==> config.mk <==
export PLATFORM = sky130hd
export DESIGN_NAME = bmp_stream_writer_flat
export DESIGN_NICKNAME = d
export VERILOG_FILES = /design/src/rtl/bmp_stream_writer_if.sv /design/src/rtl/bmp_stream_writer.sv /design/src/flat_wrapper.sv
export SDC_FILE = /design/constraint.sdc
export NUM_CORES = 1
export LEC_CHECK = 0
export ABC_AREA = 0
export ABC_CLOCK_PERIOD_IN_PS = 4450
export BUFFER_PORTS_ARGS = -buffer_cell sky130_fd_sc_hd__buf_4
export CAP_MARGIN = 10
export CELL_PAD_IN_SITES_DETAIL_PLACEMENT = 2
export CELL_PAD_IN_SITES_GLOBAL_PLACEMENT = 2
export CORE_UTILIZATION = 32
export DETAILED_ROUTE_END_ITERATION = 6
export HOLD_SLACK_MARGIN = 0.06
export PLACE_DENSITY_LB_ADDON = 0.05
export SYNTH_ARGS = -nofsm -noshare
export SYNTH_HDL_FRONTEND = slang
export SYNTH_SLANG_ARGS = --single-unit
==> constraint.sdc <==
create_clock -name clock -period 4.45 [get_ports clock]
set_input_delay 0.6675 -clock clock [delete_from_list [all_inputs] [get_ports clock]]
set_output_delay 0.6675 -clock clock [all_outputs]
set_load 0.02 [all_outputs]
==> src/rtl/bmp_stream_writer_if.sv <==
// Byte-stream writer bus: show-ahead FIFO read side plus valid/ready byte output.
interface bmp_stream_writer_if;
    logic       in_empty;
    logic       in_rd_en;
    logic [7:0] in_dout;
    logic       out_valid;
    logic       out_ready;
    logic [7:0] out_byte;
    logic       out_last;

    // master = the writer (pops the FIFO, drives the stream)
    modport master (
        input  in_empty, in_dout, out_ready,
        output in_rd_en, out_valid, out_byte, out_last
    );

    // slave = FIFO + byte sink environment
    modport slave (
        output in_empty, in_dout, out_ready,
        input  in_rd_en, out_valid, out_byte, out_last
    );
endinterface

==> src/rtl/bmp_stream_writer.sv <==
// Serialises an 8-bit grayscale frame from a show-ahead FIFO into a 24-bit BMP
// byte stream: 54-byte header, then B=G=R pixel triples with 4-byte row padding.
module bmp_stream_writer #(
    parameter int IMG_WIDTH  = 720,
    parameter int IMG_HEIGHT = 540
) (
    input  logic clock,
    input  logic reset,
    input  logic start,
    output logic busy,
    output logic done,
    bmp_stream_writer_if.master bus
);
    localparam logic [31:0] ROW_BYTES = 32'(IMG_WIDTH) * 32'd3;
    localparam logic [31:0] STRIDE    = ((ROW_BYTES + 32'd3) / 32'd4) * 32'd4;
    localparam logic [31:0] PAD       = STRIDE - ROW_BYTES;
    localparam logic [31:0] IMG_SIZE  = STRIDE * 32'(IMG_HEIGHT);
    localparam logic [31:0] FILE_SIZE = 32'd54 + IMG_SIZE;
    localparam logic [11:0] LAST_COL  = 12'(IMG_WIDTH - 1);
    localparam logic [11:0] LAST_ROW  = 12'(IMG_HEIGHT - 1);
    localparam logic [1:0]  LAST_PAD  = 2'(PAD - 32'd1);

    typedef enum logic [2:0] {S_IDLE, S_HDR, S_FETCH, S_PIX, S_PAD} state_t;

    state_t      state;
    logic [5:0]  hdr_idx;
    logic [1:0]  bcnt;
    logic [1:0]  pcnt;
    logic [11:0] col;
    logic [11:0] row;

    logic xfer, last_col, last_row;
    assign xfer     = bus.out_valid && bus.out_ready;
    assign last_col = (col == LAST_COL);
    assign last_row = (row == LAST_ROW);

    // Header byte lookup: pick the 32-bit field covering index i, then its LE byte.
    function automatic logic [7:0] hdr_byte(input logic [5:0] i);
        logic [31:0] f;
        logic [5:0]  base;
        logic [1:0]  off;
        f    = 32'd0;
        base = i;
        case (i) inside
            6'd0:           f = 32'h42;
            6'd1:           f = 32'h4D;
            [6'd2:6'd5]:   begin f = FILE_SIZE; base = 6'd2;  end
            [6'd10:6'd13]: begin f = 32'd54;    base = 6'd10; end
            [6'd14:6'd17]: begin f = 32'd40;    base = 6'd14; end
            [6'd18:6'd21]: begin f = 32'(IMG_WIDTH);  base = 6'd18; end
            [6'd22:6'd25]: begin f = 32'(IMG_HEIGHT); base = 6'd22; end
            [6'd26:6'd27]: begin f = 32'd1;     base = 6'd26; end
            [6'd28:6'd29]: begin f = 32'd24;    base = 6'd28; end
            [6'd34:6'd37]: begin f = IMG_SIZE;  base = 6'd34; end
            [6'd38:6'd41]: begin f = 32'd2835;  base = 6'd38; end
            [6'd42:6'd45]: begin f = 32'd2835;  base = 6'd42; end
            default:        f = 32'd0;
        endcase
        off = 2'(i - base);
        return f[{off, 3'b000} +: 8];
    endfunction

    // Pop is combinational so the FIFO advances on the same edge the pixel is latched;
    // gated by reset so an aborting edge never loses a pixel.
    assign bus.in_rd_en = (state == S_FETCH) && !bus.in_empty && !reset;

    // Frame sequencer; out_byte doubles as the pixel register during PIX.
    always_ff @(posedge clock) begin
        if (reset) begin
            state         <= S_IDLE;
            busy          <= 1'b0;
            done          <= 1'b0;
            bus.out_valid <= 1'b0;
            bus.out_byte  <= 8'h00;
            bus.out_last  <= 1'b0;
            hdr_idx       <= '0;
            bcnt          <= '0;
            pcnt          <= '0;
            col           <= '0;
            row           <= '0;
        end else begin
            done <= 1'b0;
            case (state)
                S_IDLE: begin
                    // done high means we returned this cycle; a coincident start is dropped
                    if (start && !done) begin
                        state   <= S_HDR;
                        busy    <= 1'b1;
                        hdr_idx <= '0;
                        col     <= '0;
                        row     <= '0;
                    end
                end
                S_HDR: begin
                    if (!bus.out_valid) begin
                        bus.out_byte  <= hdr_byte(hdr_idx);
                        bus.out_valid <= 1'b1;
                        bus.out_last  <= 1'b0;
                    end else if (bus.out_ready) begin
                        if (hdr_idx == 6'd53) begin
                            bus.out_valid <= 1'b0;
                            state         <= S_FETCH;
                        end else begin
                            hdr_idx      <= hdr_idx + 6'd1;
                            bus.out_byte <= hdr_byte(hdr_idx + 6'd1);
                        end
                    end
                end
                S_FETCH: begin
                    if (!bus.in_empty) begin
                        bus.out_byte  <= bus.in_dout;
                        bus.out_valid <= 1'b1;
                        bus.out_last  <= 1'b0;
                        bcnt          <= '0;
                        state         <= S_PIX;
                    end
                end
                S_PIX: begin
                    if (xfer) begin
                        if (bcnt != 2'd2) begin
                            bcnt <= bcnt + 2'd1;
                            // third copy of the final pixel ends the file when rows are unpadded
                            if (bcnt == 2'd1)
                                bus.out_last <= (PAD == 32'd0) && last_row && last_col;
                        end else if (!last_col) begin
                            col           <= col + 12'd1;
                            bus.out_valid <= 1'b0;
                            state         <= S_FETCH;
                        end else if (PAD != 32'd0) begin
                            pcnt          <= '0;
                            bus.out_byte  <= 8'h00;
                            bus.out_last  <= last_row && (PAD == 32'd1);
                            state         <= S_PAD;
                        end else begin
                            bus.out_valid <= 1'b0;
                            bus.out_last  <= 1'b0;
                            if (last_row) begin
                                state <= S_IDLE;
                                busy  <= 1'b0;
                                done  <= 1'b1;
                            end else begin
                                col   <= '0;
                                row   <= row + 12'd1;
                                state <= S_FETCH;
                            end
                        end
                    end
                end
                S_PAD: begin
                    if (xfer) begin
                        if (pcnt == LAST_PAD) begin
                            bus.out_valid <= 1'b0;
                            bus.out_last  <= 1'b0;
                            if (last_row) begin
                                state <= S_IDLE;
                                busy  <= 1'b0;
                                done  <= 1'b1;
                            end else begin
                                col   <= '0;
                                row   <= row + 12'd1;
                                state <= S_FETCH;
                            end
                        end else begin
                            pcnt         <= pcnt + 2'd1;
                            bus.out_last <= last_row && ((pcnt + 2'd1) == LAST_PAD);
                        end
                    end
                end
                default: state <= S_IDLE;
            endcase
        end
    end
endmodule

==> src/flat_wrapper.sv <==
// flat-port wrapper written by rule: the top's interface ports become plain ports
module bmp_stream_writer_flat 
#(
    parameter int IMG_WIDTH  = 720,
    parameter int IMG_HEIGHT = 540
)
  (clock, reset, start, busy, done, bus_in_empty, bus_in_dout, bus_out_ready, bus_in_rd_en, bus_out_valid, bus_out_byte, bus_out_last);
  bmp_stream_writer_if bus_i ();
  input  logic clock;
  input  logic reset;
  input  logic start;
  output logic busy;
  output logic done;
  input wire logic [$bits(bus_i.in_empty)-1:0] bus_in_empty;
  input wire logic [$bits(bus_i.in_dout)-1:0] bus_in_dout;
  input wire logic [$bits(bus_i.out_ready)-1:0] bus_out_ready;
  output wire logic [$bits(bus_i.in_rd_en)-1:0] bus_in_rd_en;
  output wire logic [$bits(bus_i.out_valid)-1:0] bus_out_valid;
  output wire logic [$bits(bus_i.out_byte)-1:0] bus_out_byte;
  output wire logic [$bits(bus_i.out_last)-1:0] bus_out_last;
  assign bus_i.in_empty = bus_in_empty;
  assign bus_i.in_dout = bus_in_dout;
  assign bus_i.out_ready = bus_out_ready;
  assign bus_in_rd_en = bus_i.in_rd_en;
  assign bus_out_valid = bus_i.out_valid;
  assign bus_out_byte = bus_i.out_byte;
  assign bus_out_last = bus_i.out_last;
  bmp_stream_writer #(.IMG_WIDTH(IMG_WIDTH), .IMG_HEIGHT(IMG_HEIGHT)) u_core (.clock(clock), .reset(reset), .start(start), .busy(busy), .done(done), .bus(bus_i));
endmodule
After elaboration in Yosys (flattened, before gate mapping)
Index checks and enable logic that the tools add are counted.

cells by class
  add/subtract/negate cells = 7
  magnitude comparators = 40
  equal/unequal tests = 30
  shifts and indexed selects = 2
  multiplexer cells = 138
  bitwise gates (word level) = 1
  reduce and logical (&&, ||, !) cells = 46

operators by type and width
  cell                                                            number
  2-to-1 mux 32 bit                                               30
  2-to-1 mux 12 bit                                               15
  2-to-1 mux 2 bit                                                36
  one-hot mux 12 bit (3 select lines)                             2
  indexed part select 32 x 6 -> 8 bit                             2
  less-or-equal comparator 6 x 5 -> 1 bit, second input constant  10
  >= comparator 6 x 5 -> 1 bit, second input constant             8
  >= comparator 6 bit, second input constant                      6
  less-or-equal comparator 6 bit, second input constant           6
  2-to-1 mux 8 bit                                                4
  2-to-1 mux 3 bit                                                10
  2-to-1 mux 1 bit                                                29
  logical AND 1 bit                                               26
  adder 12 x 1 -> 12 bit, second input constant                   2
  == test 12 x 10 -> 1 bit, second input constant                 2
  >= comparator 6 x 4 -> 1 bit, second input constant             4
  2-to-1 mux 6 bit                                                4
  != test 2 x 1 -> 1 bit, second input constant                   8
  one-hot mux 8 bit (2 select lines)                              1
  one-hot mux 3 bit (5 select lines)                              1
  AND reduction 7 bit                                             2
  == test 6 x 1 -> 1 bit, second input constant                   2
  >= comparator 6 x 2 -> 1 bit, second input constant             2
  less-or-equal comparator 6 x 3 -> 1 bit, second input constant  2
  other kinds (30)                                                50

storage, ports and cells
  register bits after elaboration = 49
  input bits = 13
  output and inout port bits = 13
  word-level logic and storage cells = 275

Logic depth before layout (Yosys ltp)
  depth in word-level cells = 26
  mapped depth = 19
  gate-level depth less buffers = 16

Worst setup path before layout
No wires, ideal clock.

  kind = reg2reg
  start point = reg u_core.hdr_idx[1]
  end point = reg u_core.bus.out_byte[1]
  setup time = 88 ps
  arrival = 4346 ps
  data required time = 4362 ps
  setup slack = 16 ps
  stages on the path, launching flop included = 20
  buffers on the path = 5
  period minus slack after synthesis = 4434 ps
  cell sequence = dfxtp_1 > buf_6 > buf_12 > clkbuf_1 > inv_1 > ha_1 > clkbuf_1 > o21bai_1 > a211oi_1 > or3_1 > o31ai_1 > nand2_1 > a21oi_1 > ha_1 > buf_1 > mux2i_1 > a222oi_1 > a311oi_2 > or4_1 > a311oi_2

on the way
  word-level cells in the longest chain between the ends = 26
  elaborated cells on any way between the ends = 140
  those cells by class = add/sub: 3; order compare: 40; eq/ne: 4; shift: 2; mux: 68; reduce/logical: 23

ends and longest elaborated chain
  what                                                                                         line                        source
  start, declared                                                                              bmp_stream_writer.sv:26     logic [5:0] hdr_idx;
  start signal, assigned                                                                       bmp_stream_writer.sv:104    hdr_idx <= hdr_idx + 6'd1;
  adder 6 x 1 -> 6 bit                                                                         bmp_stream_writer.sv:105    bus.out_byte <= hdr_byte(hdr_idx + 6'd1);
  >= comparator 6 bit (implied by the code) or less-or-equal comparator 6 bit (tied branches)  bmp_stream_writer.sv:105
  logical AND 1 bit (implied by the code)                                                      bmp_stream_writer.sv:105
  2-to-1 mux 2 bit (12 in series)                                                              bmp_stream_writer.sv:44     case (i) inside
  2-to-1 mux 2 bit                                                                             bmp_stream_writer.sv:100    if (hdr_idx == 6'd53) begin
  2-to-1 mux 2 bit                                                                             bmp_stream_writer.sv:99     end else if (bus.out_ready) begin
  2-to-1 mux 2 bit                                                                             bmp_stream_writer.sv:95     if (!bus.out_valid) begin
  2-to-1 mux 2 bit                                                                             bmp_stream_writer.sv:83     case (state)
  2-to-1 mux 2 bit                                                                             bmp_stream_writer.sv:69     if (reset) begin
  subtractor 2 bit                                                                             bmp_stream_writer.sv:59     off = 2'(i - base);
  indexed part select 32 x 6 -> 8 bit                                                          bmp_stream_writer.sv:60     return f[{off, 3'b000} +: 8];
  2-to-1 mux 8 bit                                                                             bmp_stream_writer.sv:100
  2-to-1 mux 8 bit                                                                             bmp_stream_writer.sv:99
  2-to-1 mux 8 bit                                                                             bmp_stream_writer.sv:95
  one-hot mux 8 bit (2 select lines)                                                           bmp_stream_writer.sv:83
  end signal, assigned                                                                         bmp_stream_writer.sv:96     bus.out_byte <= hdr_byte(hdr_idx);
  end signal, assigned                                                                         bmp_stream_writer.sv:105
  end signal, assigned                                                                         bmp_stream_writer.sv:111    bus.out_byte <= bus.in_dout;
  end, declared                                                                                bmp_stream_writer_if.sv:14  output in_rd_en, out_valid, out_byte, out_last

Several ways; a longest one is shown, not always the timed one. The select of a mux whose other input is x is not followed.
A chain may end at the register's enable or synchronous reset.

Worst setup path after layout
  start point = reg u_core.hdr_idx[1]
  end point = reg u_core.bus.out_byte[5]

The elaborated chain is that of the path after synthesis.

==> run_results.csv <==
group,metric,value,unit
global_route,grt.met3_usage,2.75,%
power,p_clk_share,23.1,%
yosys,syn_area,0.00421,mm²
detailed_routing,drc,0,
detailed_routing,vias,4498,
setup_path,required,4.67,ns
floorplanning,die_area,0.0136,mm²
clock_network,ctsHoldBuffers,0,
timing,period_share,92.9,%
global_route,grtUsageMet2,40.8,%
setup_path,cp.buffers_inverters,1,
placed_design,hpwlAfterDp,12200,µm
yosys,synthMuxAreaShare,1.01,%
setup_path,r2r-end,"u_core.bus.out_byte[5]",
global_route,grt_pass1_vias,4623,
placed_design,gp_congestion,0.899,
detailed_routing,drt_iter0_drc,215,
setup_path,critPathCaptureType,"register",
yosys,synth_xor_area_share,4.57,%
timing,drv_slew,0,
timing,setup_violations,0,
clock_network,worstSkewPairLatency,0.30,ns
hold_path,whs_endpoint,"u_core.busy",
timing,timing.slew.headroom,47.8,%
setup_path,critPathLaunchType,"register",
power,internal_power,1070,µW
timing,clock_skew,0.0115,ns
yosys,yosysSeqAreaShare,21.9,%
floorplanning,die_h,117,µm
power,switching_share,44.6,%
setup_path,r2r_start,"u_core.hdr_idx[1]",
yosys,yosysTopAreaCell,"dfxtp_1",
global_route,grt_max_degree,28,
global_route,overflow,0,
layout,fill_cells,1556,
yosys,netlist_instances,584,
yosys,synth_fa_ha_area_share,4.45,%
yosys,synth_most_common_cell,"nor2_1",
detailed_routing,dr.pass1.iters,6,
layout,layout-drive-gt1-share,13.4,%
detailed_routing,ant_nets,0,
setup_path,crit_fanout,12,
setup_path,crit_family,"compound AO/OA/AOI/OAI gates",
power,p_switching,860,µW
yosys,synthTopCellsByArea,"dfxtp_1 (22%), a21oi_1 (6.1%), nor2_1 (5.7%)",
timing,worst_slew_pin_slew,0.781,ns
setup_path,cp_slowest_cell,"or4_1",
timing,rsz0062_at_grt,"false",
power,power.density,406,mW/mm²
clock_network,cts-htree-levels,2,
clock_network,cts_tree,"yes",
timing,fin_crit,4.14,ns
setup_path,max_stage_delay,0.53,ns
clock_network,cts_setup_buffers,0,
clock_network,cts_root_buffer,"clkbuf_16",
clock_network,clock-sinks,46,
global_route,grt_pass1_wl,25300,µm
timing,finalHoldViolations,0,
layout,final_core_util,37.3,%
detailed_routing,drt-vias-per-instance,5.85,
yosys,async_flop_share,0,%
layout,diodes,0,
power,combPwrFrac,49.4,%
setup_path,reg2reg_slack,0.31,ns
yosys,syn_nets,612,
setup_path,cp.arrival,4.35,ns
power,irDropWorstVdd,0.000302,V
power,p_seq_share,27.6,%
yosys,synth-compound-area-share,30.7,%
clock_network,path_clk_slew,0.07,ns
setup_path,r2r_cells,14,
power,p_leak,0.00170,µW
detailed_routing,wl_per_cell,20.5,µm
yosys,yosysUniqueCellTypes,79,
detailed_routing,wirelength,15700,µm
layout,synthToLayoutAreaGrowth,12.7,%
clock_network,cts_buffers,5,
global_route,busiest_layer,"met2",
layout,nNetsFinal,624,
hold_path,min-delay-start,"u_core.busy",
timing,max_freq,242,MHz
yosys,synthTopCellsByCount,"nor2_1 (64), nand2_1 (52), a21oi_1 (51), dfxtp_1 (46), o21ai_0 (33)",
placed_design,io_buffers,25,
timing,setup_tns,0,ns
clock_network,cts_repair_resize_count,0,
global_route,use_met1,33.1,%
floorplanning,num_rows,41,
yosys,synthSimpleGateAreaFrac,30.4,%
global_route,antenna_found_initial,0,
clock_network,max-clock-path-buffers,2,
yosys,synth_edf_count,0,
yosys,postSynthAreaPerCell,7.22,µm²
setup_path,cp_cell_sequence,"buf_4, ha_1, o21bai_1, a211oi_1, or3_1, o31ai_2, nand2_1, a21oi_1, ha_1, mux2i_1, a222oi_1, a311oi_2, or4_1, a311oi_1",
floorplanning,dieWidth,117,µm
yosys,yosys_warnings,0,
run_status,status,"finished clean",
floorplanning,num_io_pins,26,
hold_path,whs_path_depth,2,
setup_path,cp_common_cell,"ha_1",
yosys,synth_top_flop_cell,"dfxtp_1",
yosys,synth_seq_cells,46,
floorplanning,core,0.0127,mm²
flow_run,cap_viol_max_count,0,
hold_path,hold_path_class,"register to register",
yosys,synth_top_area_share,21.9,%
global_route,track_usage,24.3,%
floorplanning,initial_core_util,33.1,%
setup_path,crit_type,"register to register",
yosys,synth_top_family_by_area,"compound AO/OA/AOI/OAI gates",
==> area by class of cell <==
class	instances	area [µm²]	area share (%)
inverters	21	78.8	1.66
clock inverters	2	37.5	0.791
repair buffers	48	360	7.59
multi-input cells	474	3010	63.3
clock buffers	6	129	2.71
well taps	172	215	4.53
flip-flops and latches	46	922	19.4
==> worst max-delay path by stage <==
| stage | start | end | slack [ns] | cells past startpoint |
|---|---|---|---|---|
| CTS | u_core.hdr_idx[0] | u_core.bus.out_byte[5] | 0.22 | 14 |
| global placement | u_core.hdr_idx[3] | u_core.bus.out_byte[1] | 0.45 | 13 |
| floorplan | u_core.hdr_idx[1] | u_core.bus.out_byte[1] | 0.02 | 19 |
| finish | u_core.hdr_idx[1] | u_core.bus.out_byte[5] | 0.31 | 14 |
| global route | u_core.hdr_idx[0] | u_core.bus.out_byte[5] | 0.03 | 14 |
| detailed placement | u_core.hdr_idx[0] | u_core.bus.out_byte[5] | 0.23 | 14 |
==> per-stage QoR <==
step	hold WS [ns]	cell area (µm²)	setup WS, ns	instances	power [µW]
floorplan	0.463	4210	0.0162	584	1150
global placement	0.448	4570	0.453	761	1470
detailed placement	0.458	4570	0.234	761	1500
CTS	0.467	4740	0.224	769	1960
global route	0.490	4750	0.0270	769	2060
finish	0.463	4750	0.315	769	1930
==> kinds of logic after synthesis <==
kind of cell | Yosys count
xor gates and xnor gates | 22
AOI/OAI and AO/OA | 186
muxes | 4
and+or+nand+nor | 247
adders and majority gates | 15
DFF | 46
buffers and inverters | 64
==> flip-flops by register name (all words and copies together) (netlist names) <==
name                  cells
u_core.bcnt               2
u_core.done               1
u_core.hdr_idx            6
u_core.col               12
u_core.busy               1
u_core.bus.out_valid      1
u_core.state              2
u_core.row               12
u_core.bus.out_last       1
u_core.bus.out_byte       8
==> routing by layer <==
layer  up-vias  part of all wire [%]  wire length, µm
met5         -                     0                0
met4         0                   1.2              184
met3        14                   2.7              427
met2        77                    48             7480
met1      2223                    49             7650
li1       2184                     -                -
==> cell usage in the layout (no fill, tap or decap), drive strengths merged, types with 14 or more instances in the layout <==
cell type,Yosys,routed
nor2,64,64
nand2,53,53
a21oi,51,51
buf,20,48
dfxtp,46,46
o21ai,34,34
inv,21,21
nor3,19,19
nand3,16,16
ha,15,15
xnor2,14,14
==> worst register-to-register path: stages, from the launching register on <==
cell	delay [ns]
dfxtp_1	0.34
buf_4	0.19
ha_1	0.27
o21bai_1	0.23
a211oi_1	0.12
or3_1	0.48
o31ai_2	0.36
nand2_1	0.11
a21oi_1	0.17
ha_1	0.31
mux2i_1	0.12
a222oi_1	0.41
a311oi_2	0.15
or4_1	0.53
a311oi_1	0.27
==> power by group through the flow <==
stage,clock [µW],sequential (µW),combinational [µW]
3_3_place_gp,0,538,929
3_5_place_dp,0,540,957
4_1_cts,464,532,965
6_report,445,531,951
2_1_floorplan,0,559,595
5_1_grt,476,540,1050
Note: power is estimated with default switching activity, not from simulation.
